==> config.mk <==
export PLATFORM = sky130hd
export DESIGN_NAME = fetch_unit
export DESIGN_NICKNAME = d
export VERILOG_FILES = /design/src/rtl/cpu_pkg.sv /design/src/rtl/fetch_fifo.sv /design/src/rtl/fetch_unit.sv
export SDC_FILE = /design/constraint.sdc
export NUM_CORES = 1
export LEC_CHECK = 0
export ABC_AREA = 0
export CORE_ASPECT_RATIO = 1.75
export CORE_MARGIN = 5
export CORE_UTILIZATION = 45
export CTS_CLUSTER_DIAMETER = 60
export DETAILED_ROUTE_END_ITERATION = 7
export GPL_TIMING_DRIVEN = 0
export PLACE_DENSITY = 0.69
export SETUP_SLACK_MARGIN = 0.4
export SYNTH_ARGS = -nofsm -noshare
export SYNTH_HDL_FRONTEND = slang
export SYNTH_SLANG_ARGS = --single-unit
==> constraint.sdc <==
create_clock -name clk -period 10.62 [get_ports clk]
set_input_delay 2.124 -clock clk [delete_from_list [all_inputs] [get_ports clk]]
set_output_delay 2.124 -clock clk [all_outputs]
set_load 0.02 [all_outputs]
==> src/rtl/cpu_pkg.sv <==
`default_nettype none
// +----------------------------------------------------------------------------+
// | Module  : cpu_pkg                                                          |
// | Brief   : Shared constants and types for the dCPU front end.               |
// | Revision: 1.0 - initial release                                            |
// +----------------------------------------------------------------------------+
package cpu_pkg;

  localparam int              XLEN             = 32;
  localparam logic [XLEN-1:0] NOP_INSN         = 32'h0000_0013;
  localparam logic [XLEN-1:0] DEFAULT_RESET_PC = 32'h0000_0000;

  typedef enum logic [1:0] {
    FS_RESET  = 2'd0,
    FS_RUN    = 2'd1,
    FS_HALTED = 2'd2
  } fetch_state_e;

endpackage
`default_nettype wire

==> src/rtl/fetch_fifo.sv <==
`default_nettype none
// +----------------------------------------------------------------------------+
// | Module  : fetch_fifo                                                       |
// | Brief   : Synchronous FIFO with flush, occupancy count and a head word     |
// |           taken straight from storage registers.                           |
// | Revision: 1.0 - initial release                                            |
// +----------------------------------------------------------------------------+
module fetch_fifo #(
  parameter int WIDTH = 32,
  parameter int DEPTH = 4
) (
  input  logic                   clk,
  input  logic                   rst_n,
  input  logic                   push,
  input  logic [WIDTH-1:0]       push_data,
  input  logic                   pop,
  input  logic                   flush,
  output logic [WIDTH-1:0]       head_data,
  output logic [$clog2(DEPTH):0] count
);

  localparam int AW = $clog2(DEPTH);
  localparam int CW = AW + 1;

  logic [WIDTH-1:0] mem_q [DEPTH];
  logic [WIDTH-1:0] mem_d [DEPTH];
  logic [AW-1:0]    wr_ptr_q, wr_ptr_d;
  logic [AW-1:0]    rd_ptr_q, rd_ptr_d;
  logic [CW-1:0]    count_q, count_d;

  // Next pointers/count; a flush empties the buffer and overrides push/pop.
  always_comb begin
    mem_d    = mem_q;
    wr_ptr_d = wr_ptr_q;
    rd_ptr_d = rd_ptr_q;
    count_d  = count_q;
    if (flush) begin
      wr_ptr_d = '0;
      rd_ptr_d = '0;
      count_d  = '0;
    end else begin
      if (push) begin
        mem_d[wr_ptr_q] = push_data;
        wr_ptr_d        = wr_ptr_q + AW'(1);
      end
      if (pop) begin
        rd_ptr_d = rd_ptr_q + AW'(1);
      end
      count_d = count_q + CW'(push) - CW'(pop);
    end
  end

  // Storage and pointer registers.
  always_ff @(posedge clk or negedge rst_n) begin
    if (!rst_n) begin
      mem_q    <= '{default: '0};
      wr_ptr_q <= '0;
      rd_ptr_q <= '0;
      count_q  <= '0;
    end else begin
      mem_q    <= mem_d;
      wr_ptr_q <= wr_ptr_d;
      rd_ptr_q <= rd_ptr_d;
      count_q  <= count_d;
    end
  end

  assign head_data = mem_q[rd_ptr_q];
  assign count     = count_q;

endmodule
`default_nettype wire

==> src/rtl/fetch_unit.sv <==
`default_nettype none
// +----------------------------------------------------------------------------+
// | Module  : fetch_unit                                                       |
// | Brief   : Instruction fetch stage: sequential PC generation, in-order      |
// |           imem requests, instruction buffer, redirect and halt handling.   |
// | Revision: 1.0 - initial release                                            |
// +----------------------------------------------------------------------------+
module fetch_unit
  import cpu_pkg::*;
#(
  parameter logic [31:0] RESET_PC   = DEFAULT_RESET_PC,
  parameter int          FIFO_DEPTH = 4
) (
  input  logic        clk,
  input  logic        rst_n,
  output logic        imem_req_valid,
  input  logic        imem_req_ready,
  output logic [31:0] imem_addr,
  input  logic        imem_rsp_valid,
  input  logic [31:0] imem_rsp_data,
  input  logic        redirect_valid,
  input  logic [31:0] redirect_pc,
  input  logic        halt_in,
  output logic        ir_valid,
  input  logic        ir_ready,
  output logic [31:0] ir,
  output logic [31:0] pc,
  output logic        halted
);

  localparam int CW = $clog2(FIFO_DEPTH) + 1;

  fetch_state_e    state_q, state_d;
  logic [XLEN-1:0] fetch_pc_q, fetch_pc_d;
  logic [XLEN-1:0] out_pc_q, out_pc_d;
  logic [CW-1:0]   outstanding_q, outstanding_d;
  logic [CW-1:0]   drop_cnt_q, drop_cnt_d;

  logic [CW-1:0]   fifo_count;
  logic [XLEN-1:0] fifo_head;
  logic            run, pop, halt_fire, redirect_take;
  logic            req_fire, push, flush;
  logic [CW:0]     slots_used;
  logic [XLEN-1:0] redirect_target;

  fetch_fifo #(
    .WIDTH (XLEN),
    .DEPTH (FIFO_DEPTH)
  ) u_fifo (
    .clk       (clk),
    .rst_n     (rst_n),
    .push      (push),
    .push_data (imem_rsp_data),
    .pop       (pop),
    .flush     (flush),
    .head_data (fifo_head),
    .count     (fifo_count)
  );

  // Handshake decode, outputs and next-state; halt takes priority over redirect.
  always_comb begin
    run             = (state_q == FS_RUN);
    redirect_target = {redirect_pc[XLEN-1:2], 2'b00};
    ir_valid        = run && (fifo_count != '0);
    ir              = (fifo_count != '0) ? fifo_head : NOP_INSN;
    pc              = out_pc_q;
    halted          = (state_q == FS_HALTED);
    pop             = ir_valid && ir_ready;
    halt_fire       = pop && halt_in;
    redirect_take   = run && redirect_valid && !halt_fire;
    flush           = redirect_take || halt_fire;
    // A slot freed by this cycle's pop may be reused immediately.
    slots_used      = {1'b0, outstanding_q} + {1'b0, fifo_count} - (CW+1)'(pop);
    imem_req_valid  = run && !redirect_valid && (slots_used < (CW+1)'(FIFO_DEPTH));
    imem_addr       = fetch_pc_q;
    req_fire        = imem_req_valid && imem_req_ready;
    push            = imem_rsp_valid && run && !flush && (drop_cnt_q == '0);

    state_d       = state_q;
    fetch_pc_d    = fetch_pc_q;
    out_pc_d      = out_pc_q;
    outstanding_d = outstanding_q + CW'(req_fire) - CW'(imem_rsp_valid);
    drop_cnt_d    = drop_cnt_q;

    case (state_q)
      FS_RESET: state_d = FS_RUN;
      FS_RUN:   if (halt_fire) state_d = FS_HALTED;
      default:  state_d = FS_HALTED;
    endcase

    if (redirect_take) begin
      fetch_pc_d = redirect_target;
      out_pc_d   = redirect_target;
      // Everything still outstanding after this edge belongs to the old path.
      drop_cnt_d = outstanding_q - CW'(imem_rsp_valid);
    end else begin
      if (req_fire) fetch_pc_d = fetch_pc_q + 32'd4;
      if (pop)      out_pc_d   = out_pc_q + 32'd4;
      if (imem_rsp_valid && (drop_cnt_q != '0)) drop_cnt_d = drop_cnt_q - CW'(1);
    end
  end

  // State and pointer registers.
  always_ff @(posedge clk or negedge rst_n) begin
    if (!rst_n) begin
      state_q       <= FS_RESET;
      fetch_pc_q    <= RESET_PC;
      out_pc_q      <= RESET_PC;
      outstanding_q <= '0;
      drop_cnt_q    <= '0;
    end else begin
      state_q       <= state_d;
      fetch_pc_q    <= fetch_pc_d;
      out_pc_q      <= out_pc_d;
      outstanding_q <= outstanding_d;
      drop_cnt_q    <= drop_cnt_d;
    end
  end

endmodule
`default_nettype wire

==> impl_metrics.csv <==
group,metric,value,unit
logic_synthesis,synthTopCellsByArea,"dfrtp_1 49%, mux2_2 13%, mux4_2 7.0%",
clocking,cts_tree,"done",
timing,setup_viol,0,
die,core_area,0.02265,mm²
power_and_ir_drop,leakage,5.677,nW
logic_synthesis,synth-seq-cells,203,
critical_path,endpoint_kind,"output pin",
timing,fin_worst_skew,16.62,ps
die,num_rows,73,
logic_synthesis,yosysTopAreaCellShare,0.4937,
status,outcome,"complete, but fails checks",
placement,dp_hpwl,21170,µm
logic_synthesis,synthArstFlopShare,1.000,
logic_synthesis,synth.yosys.seq_area_share,0.4937,
finish,area_delta_synth_final,26.86,%
job,drv_cap,1,
logic_synthesis,yosys.area.top_type,"dfrtp_1",
critical_path,crit_family,"buffers and inverters",
critical_path,cpMaxStageDelayCell,"clkdlybuf4s50_1",
die,io_pins,170,
finish,n_fill_cell,1975,
global_routing,grt_max_degree,120,
drt,wl_per_cell,20.93,µm
timing,worstMarginPinSlew,1471,ps
clocking,clockBufferDepth,3,
finish,post-route-util,0.5762,
status,violations,"capacitance limit",
clocking,post-cts-setup-buffers,0,
timing,setup_ws,2793,ps
drt,postRouteAntennaNets,0,
logic_synthesis,ys.flop_type,"dfrtp_1",
critical_path,cpPeakStageDelay,590,ps
timing,min_period,7827,ps
critical_path,worst-path-buf-inv,5,
clocking,cts_hold_buf,0,
finish,antenna_cells,0,
clocking,cts_made_buffers,23,
clocking,cts_sinks,203,
global_routing,track_usage,0.2206,
die,die_h,210.0,µm
power_and_ir_drop,ir_worst_vdd,0.1454,mV
logic_synthesis,synth_area_per_cell,11.92,µm²
drt,wirelength,28700,µm
critical_path,crit_required,8500,ps
drt,dr.pass1.iters,5,
die,fp.dieW,124.3,µm
logic_synthesis,synth_cells,863,
logic_synthesis,synth_edf_count,0,
global_routing,grt_antenna_before_repair,0,
critical_path,path_class,"input pin to output pin",
timing,fmax,127.8,MHz
power_and_ir_drop,p_per_area,242.1,mW/mm²
critical_path,crit_fanout,10,
clocking,h-tree-depth,1,
timing,maxSlewViolCount,0,
drt,via_per_inst,5.773,
finish,drive_gt1_frac,0.2073,
clocking,clk_latency,500,ps
clocking,ctsResizeCount,0,
global_routing,grt_first_pass_wirelength,46650,µm
logic_synthesis,yosys_warnings,0,
clocking,cts-root-buf,"clkbuf_16",
timing,finalCritPeriodShare,0.7370,
placement,pre_cts_ws,2826,ps
logic_synthesis,yosysUniqueCellTypes,62,
global_routing,grt-ovfl-total,0,
die,start_util,0.4542,
finish,final_nets,1146,
min_path,hp-class,"register to register",
timing,relSlewSlack,0.01200,
global_routing,grt_pass1_vias,8617,
timing,hold_viol,0,
critical_path,path_cells,"clkdlybuf4s50_1 -> nand3_1 -> inv_1 -> buf_1 -> ha_1 -> inv_1 -> ha_1 -> and3b_1 -> o2111a_1 -> or2_2 -> clkdlybuf4s50_1",
clocking,cts.clk_slew.worst_paths,60,ps
drt,drc,0,
timing,rsz0062_at_grt,"no",
critical_path,worstPathArrival,5700,ps
placement,gp_congestion,0.9201,
drt,vias,7915,
drt,drt_iter0_drc,643,
logic_synthesis,netlist_area,0.01029,mm²
finish,ff_latch_area,0.005080,mm²
critical_path,start_kind,"input pin",
die,dieArea,0.02611,mm²
finish,multi_input_area,0.004876,mm²
placement,port-buffer-count,163,
-- cell type report --
cell class	instances	share of cell area
clock inverter	13	0.007860
sequential	203	0.3892
clock buffer	28	0.04630
buffer	57	0.01908
tap	300	0.02876
timing repair buffer	164	0.1275
inverter	27	0.007765
multi-input combinational	579	0.3736
-- cells in the mapped netlist, drive strengths merged (10+ instances only) --
cell type,n
xnor2,10
nand2,33
clkbuf,35
nor2,49
a21oi,20
nand4,15
ha,18
dfrtp,203
nand3,20
nor3,11
buf,22
mux2,128
or4,20
and3,11
and2,39
mux4,32
a31oi,31
o31ai,21
o21ai,26
inv,27
-- state kept, by name, indices dropped and copies added, names as in the netlist --
name / count
u_fifo.mem_q: 128
imem_addr: 30
pc: 30
drop_cnt_q: 3
outstanding_q: 3
u_fifo.count: 3
state_q: 2
u_fifo.rd_ptr_q: 2
u_fifo.wr_ptr_q: 2
-- layer usage --
metal | vias up | GRT usage | part of all wire
met5 | - | 0 | 0
met1 | 3957 | 0.2361 | 0.36
li1 | 3579 | - | -
met2 | 291 | 0.4155 | 0.53
met3 | 88 | 0.04133 | 0.055
met4 | 0 | 0.1033 | 0.051
-- stage by stage --
step           cell area (µm²)  hold WS [ps]  power, mW  std cells  TNS (ps)
2_1_floorplan            10300         453.2      1.871        866         0
3_3_place_gp             12310         470.1      2.404       1329   -267190
3_5_place_dp             12340         474.7      2.428       1330         0
4_1_cts                  13050         488.7      3.191       1371         0
5_1_grt                  13050         510.7      3.358       1371         0
6_report                 13050         487.3      3.161       1371         0
-- kinds of logic (layout without fill, tap and decap cells) --
family	Yosys count	in the layout	synth area share
adder cells (fa/ha/maj)	20	20	0.02578
AND/OR/NAND/NOR	232	232	0.1242
buffers and inverters	84	289	0.03405
flip-flops	203	203	0.4937
other	1	4	0.0003645
AO/OA/AOI/OAI	142	142	0.09364
multiplexers	162	162	0.2121
XOR/XNOR	19	19	0.01617
-- worst paths after layout --
check | to | cells past startpoint | slack (ps) | start
max | imem_req_valid | 11 | 2790 | ir_ready
min | u_fifo.mem_q[79]$_DFFE_PN0P_ | 1 | 490 | u_fifo.mem_q[79]$_DFFE_PN0P_
max reg2reg | imem_addr[22]$_DFFE_PN0P_ | 14 | 5880 | state_q[1]$_DFFE_PN0P_
min reg2reg | u_fifo.mem_q[79]$_DFFE_PN0P_ | 1 | 490 | u_fifo.mem_q[79]$_DFFE_PN0P_
max in group asynchronous | imem_addr[3]$_DFFE_PN0P_ | 2 | 7960 | rst_n
min in group asynchronous | u_fifo.mem_q[19]$_DFFE_PN0P_ | 1 | 1610 | rst_n
-- worst reg2reg max path: stages, from the launching register on --
cell and delay, ps:
dfrtp_1 430, and2b_1 320, nand3_1 210, inv_1 260, buf_1 500, ha_1 250
inv_1 60, ha_1 260, and3b_1 210, o2111a_1 370, o21ai_2 480, buf_2 360
clkbuf_1 580, o21ai_0 190, a31oi_1 200
-- report_power, final --
group / internal, mW / switching [mW]
sequential: 0.963 / 0.195
combinational: 0.612 / 0.640
clock: 0.431 / 0.320
total: 2.01 / 1.15
-- cells in the final DEF, fill, tap and decap left out, types with 5 or more instances in the layout --
master           instances
a21oi_1                 20
a311oi_1                 8
a31oi_1                 31
and2_1                  39
and3_1                  11
buf_1                    7
buf_2                   10
clkbuf_1                39
clkbuf_16               23
clkdlybuf4s50_1        162
clkinv_2                 8
dfrtp_1                203
ha_1                    18
inv_1                   27
mux2_1                   5
mux2_2                 123
mux4_2                  32
nand2_1                 33
nand3_1                 20
nand4_1                 15
nor2_1                  49
nor3_1                  11
o21ai_0                 24
o22ai_1                  5
o31ai_1                 21
or2_2                    6
or3_1                    8
or4_1                   20
xnor2_1                 10
xor2_1                   9
Power figures use the tool's default switching activity.
